$ cat config.mk
export PLATFORM = sky130hd
export DESIGN_NAME = ibex_data_bus_arbiter
export DESIGN_NICKNAME = d
export VERILOG_FILES = /design/src/rtl/ibex_data_bus_arbiter_pkg.sv /design/src/rtl/ibex_data_bus_id_fifo.sv /design/src/rtl/ibex_data_bus_arbiter.sv
export SDC_FILE = /design/constraint.sdc
export NUM_CORES = 1
export LEC_CHECK = 0
export BUFFER_PORTS_ARGS = -buffer_cell sky130_fd_sc_hd__buf_4
export CORE_AREA = 2 2 110 112
export CTS_BUF_LIST = sky130_fd_sc_hd__clkbuf_16
export DETAILED_ROUTE_END_ITERATION = 8
export DIE_AREA = 0 0 112 114
export HOLD_SLACK_MARGIN = 0.05
export PLACE_DENSITY = 0.6
export SLEW_MARGIN = 40
export SYNTH_ARGS = -nofsm -noshare
export SYNTH_HDL_FRONTEND = slang
export SYNTH_HIERARCHICAL = 1
export SYNTH_SLANG_ARGS = --single-unit
$ cat constraint.sdc
create_clock -name clk_i -period 1.9 [get_ports clk_i]
set_clock_uncertainty 0.05 [all_clocks]
set_input_delay 0.095 -clock clk_i [delete_from_list [all_inputs] [get_ports clk_i]]
set_output_delay 0.095 -clock clk_i [all_outputs]
set_load 0.01 [all_outputs]
$ cat src/rtl/ibex_data_bus_arbiter_pkg.sv
// Shared types and constants for the two-host data bus arbiter.
// Latency: n/a (types only).
// Backpressure: n/a (types only).
package ibex_data_bus_arbiter_pkg;

    typedef enum logic {
        ARB_IDLE   = 1'b0,
        ARB_LOCKED = 1'b1
    } arb_state_e;

    localparam logic HOST_LSU = 1'b0;
    localparam logic HOST_AUX = 1'b1;

    // Request attributes of the selected host, muxed as one bundle.
    typedef struct packed {
        logic [31:0] addr;
        logic        we;
        logic [3:0]  be;
    } req_attr_t;

    // One-hot per-host vector for a host index.
    function automatic logic [1:0] host_onehot(input logic host);
        return host ? 2'b10 : 2'b01;
    endfunction

endpackage

$ cat src/rtl/ibex_data_bus_id_fifo.sv
// In-order FIFO of 1-bit source-host IDs for outstanding transactions.
// Latency: head is registered; a pushed entry is visible at the head the cycle after push.
// Backpressure: push is dropped when full unless a pop happens in the same cycle.
module ibex_data_bus_id_fifo #(
    parameter int unsigned Depth = 2,
    localparam int unsigned PtrW = (Depth > 1) ? $clog2(Depth) : 1,
    localparam int unsigned CntW = $clog2(Depth + 1)
) (
    input  logic            clk_i,
    input  logic            rst_ni,
    input  logic            push_i,
    input  logic            wdata_i,
    input  logic            pop_i,
    output logic            rdata_o,
    output logic            full_o,
    output logic            empty_o,
    output logic [CntW-1:0] count_o
);

    logic [Depth-1:0] mem_q;
    logic [PtrW-1:0]  wptr_q;
    logic [PtrW-1:0]  rptr_q;
    logic [CntW-1:0]  count_q;
    logic             push_ok;
    logic             pop_ok;

    assign empty_o = (count_q == '0);
    assign full_o  = (count_q == CntW'(Depth));
    assign count_o = count_q;
    assign rdata_o = mem_q[rptr_q];

    // A pop frees a slot in the same cycle, so push+pop is accepted even when full.
    assign pop_ok  = pop_i & ~empty_o;
    assign push_ok = push_i & (~full_o | pop_ok);

    // Storage, pointers and occupancy count.
    always_ff @(posedge clk_i or negedge rst_ni) begin
        if (!rst_ni) begin
            mem_q   <= '0;
            wptr_q  <= '0;
            rptr_q  <= '0;
            count_q <= '0;
        end else begin
            if (push_ok) begin
                mem_q[wptr_q] <= wdata_i;
                wptr_q        <= (wptr_q == PtrW'(Depth - 1)) ? '0 : wptr_q + PtrW'(1);
            end
            if (pop_ok) begin
                rptr_q <= (rptr_q == PtrW'(Depth - 1)) ? '0 : rptr_q + PtrW'(1);
            end
            case ({push_ok, pop_ok})
                2'b10:   count_q <= count_q + CntW'(1);
                2'b01:   count_q <= count_q - CntW'(1);
                default: count_q <= count_q;
            endcase
        end
    end

endmodule

$ cat src/rtl/ibex_data_bus_arbiter.sv
// Round-robin arbiter sharing one data-memory port between the LSU and an auxiliary master.
// Latency: zero-cycle request/grant path; responses routed combinationally from the registered ID FIFO head.
// Backpressure: selection is held until downstream grant; no request is issued while MaxOutstanding responses are pending.
module ibex_data_bus_arbiter
    import ibex_data_bus_arbiter_pkg::*;
#(
    parameter int unsigned MemDataWidth   = 32,
    parameter int unsigned MaxOutstanding = 2
) (
    input  logic                         clk_i,
    input  logic                         rst_ni,
    input  logic [1:0]                   h_req_i,
    output logic [1:0]                   h_gnt_o,
    output logic [1:0]                   h_rvalid_o,
    output logic [1:0]                   h_err_o,
    input  logic [1:0][31:0]             h_addr_i,
    input  logic [1:0]                   h_we_i,
    input  logic [1:0][3:0]              h_be_i,
    input  logic [1:0][MemDataWidth-1:0] h_wdata_i,
    output logic [MemDataWidth-1:0]      h_rdata_o,
    output logic                         data_req_o,
    output logic [31:0]                  data_addr_o,
    output logic                         data_we_o,
    output logic [3:0]                   data_be_o,
    output logic [MemDataWidth-1:0]      data_wdata_o,
    input  logic                         data_gnt_i,
    input  logic                         data_rvalid_i,
    input  logic                         data_err_i,
    input  logic [MemDataWidth-1:0]      data_rdata_i,
    output logic                         busy_o,
    output logic                         spurious_rvalid_o
);

    localparam int unsigned CntW = $clog2(MaxOutstanding + 1);

    arb_state_e      state_q, state_d;
    logic            sel_q, sel_d;
    logic            rr_q, rr_d;
    logic            sel;
    logic            req_gnt;
    logic            can_issue;
    req_attr_t       sel_attr;
    logic            fifo_head;
    logic            fifo_full;
    logic            fifo_empty;
    logic [CntW-1:0] fifo_cnt;
    logic            rsp_vld;

    // An in-flight response retires its FIFO entry this cycle, so a full FIFO can still accept a grant.
    assign can_issue = ~fifo_full | data_rvalid_i;

    // Host selection, downstream request muxing and arbitration next state.
    always_comb begin
        state_d  = state_q;
        sel_d    = sel_q;
        rr_d     = rr_q;
        sel      = HOST_LSU;
        req_gnt  = 1'b0;
        sel_attr = '0;

        if (state_q == ARB_LOCKED) begin
            sel = sel_q;
        end else begin
            unique case (h_req_i)
                2'b01:   sel = HOST_LSU;
                2'b10:   sel = HOST_AUX;
                2'b11:   sel = rr_q;
                default: sel = HOST_LSU;
            endcase
        end

        sel_attr   = '{addr: h_addr_i[sel], we: h_we_i[sel], be: h_be_i[sel]};
        data_req_o = h_req_i[sel] & can_issue;
        req_gnt    = data_req_o & data_gnt_i;

        if (state_q == ARB_LOCKED) begin
            if (req_gnt) begin
                state_d = ARB_IDLE;
                rr_d    = ~sel_q;
            end
        end else if (|h_req_i) begin
            if (req_gnt) begin
                rr_d = ~sel;
            end else begin
                state_d = ARB_LOCKED;
                sel_d   = sel;
            end
        end
    end

    assign data_addr_o  = sel_attr.addr;
    assign data_we_o    = sel_attr.we;
    assign data_be_o    = sel_attr.be;
    assign data_wdata_o = h_wdata_i[sel];
    assign h_gnt_o      = req_gnt ? host_onehot(sel) : 2'b00;

    // Arbitration state, locked host and round-robin pointer.
    always_ff @(posedge clk_i or negedge rst_ni) begin
        if (!rst_ni) begin
            state_q <= ARB_IDLE;
            sel_q   <= HOST_LSU;
            rr_q    <= HOST_LSU;
        end else begin
            state_q <= state_d;
            sel_q   <= sel_d;
            rr_q    <= rr_d;
        end
    end

    ibex_data_bus_id_fifo #(
        .Depth (MaxOutstanding)
    ) u_id_fifo (
        .clk_i   (clk_i),
        .rst_ni  (rst_ni),
        .push_i  (req_gnt),
        .wdata_i (sel),
        .pop_i   (data_rvalid_i),
        .rdata_o (fifo_head),
        .full_o  (fifo_full),
        .empty_o (fifo_empty),
        .count_o (fifo_cnt)
    );

    assign rsp_vld           = data_rvalid_i & ~fifo_empty;
    assign h_rvalid_o        = rsp_vld ? host_onehot(fifo_head) : 2'b00;
    assign h_err_o           = (rsp_vld & data_err_i) ? host_onehot(fifo_head) : 2'b00;
    assign h_rdata_o         = data_rdata_i;
    assign spurious_rvalid_o = data_rvalid_i & fifo_empty;
    assign busy_o            = (fifo_cnt != '0) | (state_q == ARB_LOCKED);

endmodule

* After elaboration in Yosys (flattened, before gate mapping)
Index checks and enable logic that the tools add are counted.
** Storage, ports and cells
- Register bits :: 9
- Output and inout bits :: 110
- Logic and storage cells :: 75
** Cells by class
- Add/sub/neg operators :: 4
- Order comparisons :: 4
- Equality and inequality tests :: 5
- Mux-type cells :: 32
- Bitwise logic cells :: 15
- Reductions and logical operators :: 8
** Operators by type and width (number)
- $mux 32 :: 4
- $mux 1 :: 17
- $mux 2 :: 5
- $eq 2x2->1 const B :: 4
- $mux 4 :: 2
- $and 1x1->1 :: 6
- $lt 1x2->1 const B :: 3
- $not 1->1 :: 6
- $reduce_bool 2->1 :: 3
- $pmux 2 s2 :: 1
- $or 1x1->1 :: 3
- $reduce_and 3->1 :: 1
- $add 1x1->1 const B :: 2
- $add 2x1->2 const B :: 1
- $bwmux 2 :: 1
- $eq 2x1->1 const B :: 1
- $logic_not 2->1 :: 1
- $pmux 1 s2 :: 1
- $reduce_and 2->1 :: 1
- $reduce_or 2->1 :: 1
- $sub 2x1->2 const B :: 1
- $demux 1 s1 :: 1
- $ge 1x1->1 const B :: 1
- $logic_and 1x1->1 :: 1

* Logic depth before layout (Yosys ltp)
- Word-level depth :: 10
- Gate-level depth with buffers :: 9
- Gate-level depth less buffers :: 9

* By module
Netlist, hierarchy kept.
** Modules (own cells, without submodules)
- ibex_data_bus_arbiter :: times used 1, cells an instance 143, area an instance 1383.8 µm², sequential area each 75.1 µm²
- ibex_data_bus_id_fifo :: times used 1, cells an instance 25, area an instance 294.0 µm², sequential area each 150.1 µm²

* Worst setup path after synthesis
No wires, ideal clock.
- Path kind :: register -> register
- From :: register u_id_fifo.count_q[0], in the netlist u_id_fifo/count_o[0]
- To :: register u_id_fifo.mem_q[0]
- Data arrival time :: 1.759 ns
- Required time :: 1.725 ns
- Slack :: -0.034 ns
- Cell stages (with the launch flop) :: 7
- Cell sequence :: dfrtp_1 > and2b_1 > nand2b_1 > nand3_1 > a31oi_1 > or3b_1 > mux2_4
** On the way
- Cells in the longest elaborated chain, start to end :: 6
** RTL lines
- start: declaration :: RTL line ibex_data_bus_id_fifo.sv:23 : logic [CntW-1:0] count_q;
- start signal: assignment :: RTL line ibex_data_bus_id_fifo.sv:52 : 2'b10: count_q <= count_q + CntW'(1);
- start signal: assignment :: RTL line ibex_data_bus_id_fifo.sv:53 : 2'b01: count_q <= count_q - CntW'(1);
- start signal: assignment :: RTL line ibex_data_bus_id_fifo.sv:54 : default: count_q <= count_q;
- $eq 2x2->1 :: RTL line ibex_data_bus_id_fifo.sv:28 : assign full_o = (count_q == CntW'(Depth));
- net fifo_full :: RTL line ibex_data_bus_arbiter.sv:44 : logic fifo_full;
- $not 1->1 :: RTL line ibex_data_bus_arbiter.sv:50 : assign can_issue = ~fifo_full | data_rvalid_i;
- $or 1x1->1 :: RTL line ibex_data_bus_arbiter.sv:50
- $and 1x1->1 :: RTL line ibex_data_bus_arbiter.sv:73 : data_req_o = h_req_i[sel] & can_issue;
- $and 1x1->1 :: RTL line ibex_data_bus_arbiter.sv:74 : req_gnt = data_req_o & data_gnt_i;
- net req_gnt :: RTL line ibex_data_bus_arbiter.sv:40 : logic req_gnt;
- $and 1x1->1 :: RTL line ibex_data_bus_id_fifo.sv:34 : assign push_ok = push_i & (~full_o | pop_ok);
- end signal: indexed assignment :: RTL line ibex_data_bus_id_fifo.sv:45 : mem_q[wptr_q] <= wdata_i;
- end: declaration :: RTL line ibex_data_bus_id_fifo.sv:20 : logic [Depth-1:0] mem_q;
The timed path passes the listed nets, and every way through them passes these cells.
A chain may end at the register's enable or synchronous reset.

* Worst setup path in the final report
- From :: register state_q
- To :: output port data_wdata_o[1]
** On the way
- Cells in the longest elaborated chain, start to end :: 3
** RTL lines
- start: declaration :: RTL line ibex_data_bus_arbiter.sv:36 : arb_state_e state_q, state_d;
- start signal: assignment :: RTL line ibex_data_bus_arbiter.sv:104 : state_q <= state_d;
- $mux 1 :: RTL line ibex_data_bus_arbiter.sv:61 : if (state_q == ARB_LOCKED) begin
- $mux 32 (implied by the code) (2 in series) :: RTL line ibex_data_bus_arbiter.sv:94 : assign data_wdata_o = h_wdata_i[sel];
- end: declaration :: RTL line ibex_data_bus_arbiter.sv:25 : output logic [MemDataWidth-1:0] data_wdata_o,
Every way passes these cells. The select of a mux whose other input is x is not followed.

==> summary.md <==
| Metric | Value |
|---|---|
| Status | complete, but fails checks |
| Failing checks | negative setup slack |
| H-tree Lvls | 1 |
| Final wirelength | 8.60 mm |
| Die ar. | 12800 sq um |
| Post-synth net total | 346 |
| Peak supply drop | 0.540 mV |
| Final WS setup | -0.0374 ns |
| Gpl congestion | 0.787 |
| Syn Inst Count | 168 |
| Worst slew pin tran | 0.300 ns |
| Total CTS buffers | 3 |
| Initial core utilization | 14.3% |
| Clock slew at reported path FFs | 0.04 ns |
| CP Data Arrival Time | 1.79 ns |
| Hold Path Class | in2reg |
| Highest Clock Rate | 516 MHz |
| Largest net degree at the start of global routing | 15 |
| Period utilization | 102% |
| Root Buffer | clkbuf_16 |
| Std-Cell Rows | 40 |
| Vias per cell | 4.07 |
| Share of post-route cells with drive strength above 1 | 86.7% |
| Crit path required time | 1.75 ns |
| Yosys warns | 6 |
| WL/cell | 16.4 um |
| Post-DP HPWL | 6.64 mm |
| Leak | 0.00211 uW |
| Final setup violation count | 51 |
| Worst-Skew Late Latency | 0.24 ns |
| Max FO, Critical Path | 12 |
| Pwr dens | 1230 nW/um^2 |
| Fin. max-slew vios | 0 |
| CTS tree | done |
| Tmin final | 1.94 ns |
| Yosys reg bits | 9 |
| Layout area overhead | 143% |
| Die Wd | 112 um |
| Clk buf depth | 2 |
| Slew margin rel. | 80.0% |
| Port buffer count | 222 |
| Crit path launch type | register |
| Synth unique cells | 32 |
| Vert. Die Dim | 114 um |
| Cell mode on critical path | buf_12 |
| Vias in the first global route | 2225 |
| TNS Setup | -1.06 ns |
| Final core occ | 34.9% |
| Top-Level Pins | 287 |
| Maxcap violations | 0 |
| Initial antenna violation count | 2 |
| DRT Pass-1 Iters | 4 |
| Seq/Total Area, Yosys | 13.4% |
| Worst path cell trace | nand2b_4, o21ai_4, buf_12, buf_12, mux2_2, buf_4 |
| Total Nets Final | 554 |
| CP max-delay cell | dfrtp_2 |
| Max incr delay on CP | 0.41 ns |
| Core Footprint | 11700 sq um |
| First-pass GRT wire length | 12.0 mm |
| RSZ-0062 raised after global routing | true |
| DR iter-0 viols | 36 |
| # clock sinks | 9 |
| Overflow after GRT | 0 |
| Crit end category | output pin |
| Synth Area per Inst | 9.99 sq um |
| Final hold viol count | 0 |
| ANT nets after route | 0 |
| Mapped Area | 1680 sq um |
| Total Routing Usage GR | 12.1% |
| Vias post-DR | 2134 |
| Remaining DRCs | 0 |
| Setup CP Type | reg2out |
[layout make-up]
cell class	instances	area (sq um)
multi-input combinational	117	1390
antenna	2	5.00
fill	1194	7630
inverter	3	11.3
sequential	9	226
tap	147	184
clock inverter	1	3.75
timing repair buffer	242	2190
clock buffer	3	75.1
[power breakdown]
group / leakage, uW / switching [uW] / internal (uW) / total (uW)
clock network: 0.0000423 / 89.3 / 275 / 364
logic: 0.00196 / 1620 / 2660 / 4280
registers: 0.000105 / 67.5 / 292 / 360
total: 0.00210 / 1780 / 3230 / 5010
[sequential cells by signal, summed over array words and instances, names as in the netlist]
register	flops
sel_q	1
u_id_fifo/rptr_q	1
u_id_fifo/wptr_q	1
rr_q	1
u_id_fifo/count_o	2
state_q	1
u_id_fifo/mem_q	2
[Yosys cell counts]
| cell | count | share of area, % |
|---|---|---|
| a211o_1 | 1 | 0.52 |
| a211oi_1 | 2 | 0.89 |
| a21o_1 | 1 | 0.45 |
| a21oi_1 | 2 | 0.60 |
| a31oi_1 | 1 | 0.37 |
| a41oi_1 | 2 | 1.0 |
| and2_1 | 1 | 0.37 |
| and2b_1 | 2 | 0.89 |
| and3b_1 | 1 | 0.52 |
| buf_4 | 32 | 14 |
| buf_6 | 7 | 4.7 |
| dfrtp_1 | 9 | 13 |
| ha_1 | 1 | 0.75 |
| inv_1 | 3 | 0.67 |
| mux2_2 | 70 | 47 |
| mux2_4 | 1 | 0.89 |
| nand2_1 | 4 | 0.89 |
| nand2b_1 | 2 | 0.75 |
| nand2b_4 | 1 | 0.82 |
| nand3_1 | 1 | 0.30 |
| nand3b_1 | 1 | 0.45 |
| nor2_1 | 4 | 0.89 |
| nor2b_1 | 2 | 0.75 |
| nor3_1 | 2 | 0.60 |
| nor3b_1 | 3 | 1.3 |
| o21ai_0 | 3 | 0.89 |
| o21ai_4 | 1 | 0.97 |
| o21bai_1 | 1 | 0.45 |
| or3_1 | 1 | 0.37 |
| or3b_1 | 1 | 0.52 |
| xnor2_1 | 3 | 1.6 |
| xor2_1 | 2 | 1.0 |
[repair_timing]
| item | 4_1_cts | 5_1_grt |
|---|---|---|
| endpoints found under the hold margin | 9 | 0 |
| hold buffers | 1 | 0 |
| gates resized for setup | 103 | 31 |
| setup endpoints to repair | 70 | 72 |
| pin swaps | 1 | 3 |
| cloned | 3 | 2 |
| buffers inserted | 3 | 4 |
[routing by layer]
| layer | share of wire, % | global-route usage (%) |
|---|---|---|
| met5 | 0 | 0 |
| met4 | 1.7 | 3.90 |
| met3 | 9.9 | 2.76 |
| met2 | 54 | 23.6 |
| met1 | 34 | 12.8 |
[worst paths after layout]
path,from,endpoint,slack [ns],cells after the start
max,state_q$_DFF_PN0_,data_wdata_o[1],-0.04,6
min reg2reg,u_id_fifo/rptr_q$_DFFE_PN0P_,u_id_fifo/rptr_q$_DFFE_PN0P_,0.44,1
max in group asynchronous,rst_ni,state_q$_DFF_PN0_,1.47,2
min in group asynchronous,rst_ni,u_id_fifo/count_o[0]$_DFFE_PN0P_,0.18,2
max reg2reg,u_id_fifo/count_o[1]$_DFFE_PN0P_,u_id_fifo/mem_q[0]$_DFFE_PN0P_,0.09,6
min,data_gnt_i,rr_q$_DFFE_PN0P_,0.1,2
[metrics by stage]
step / hold WS [ns] / setup WS, ns / area (sq um) / power [uW] / cells
floorplan: -0.251 / 0.0536 / 1690 / 2170 / 168
global placement: -0.126 / 0.0793 / 3290 / 3290 / 505
detailed placement: -0.125 / 0.0159 / 3290 / 3320 / 505
CTS: 0.0843 / -0.0722 / 3870 / 4680 / 516
global route: 0.115 / -0.105 / 4080 / 5280 / 524
finish: 0.0976 / -0.0374 / 4080 / 5010 / 524
[cell families after synthesis]
logic type / Yosys count / synth area share (%)
AO/OA/AOI/OAI: 14 / 6.19
multiplexers: 71 / 47.9
buffers and inverters: 42 / 19.7
adder cells (fa/ha/maj): 1 / 0.746
flip-flops: 9 / 13.4
XOR/XNOR: 5 / 2.61
AND/OR/NAND/NOR: 26 / 9.47
[placed cells by master, fill, tap and decap left out, drive strengths merged, types with 3 or more instances in the layout]
cell / n
buf: 239
o21ai: 4
mux2: 71
nand2: 4
nor2: 4
dfrtp: 9
clkbuf: 5
inv: 4
xnor2: 3
nand2b: 3
nor3b: 3
[critical path, delay by kind of cell, from the launching register on]
family / cells / cell delay [ns]
compound gates: 1 / 0.16
buf+inv: 3 / 0.48
flops: 1 / 0.41
mux: 1 / 0.34
simple gates: 1 / 0.16
Power figures use the tool's default switching activity.
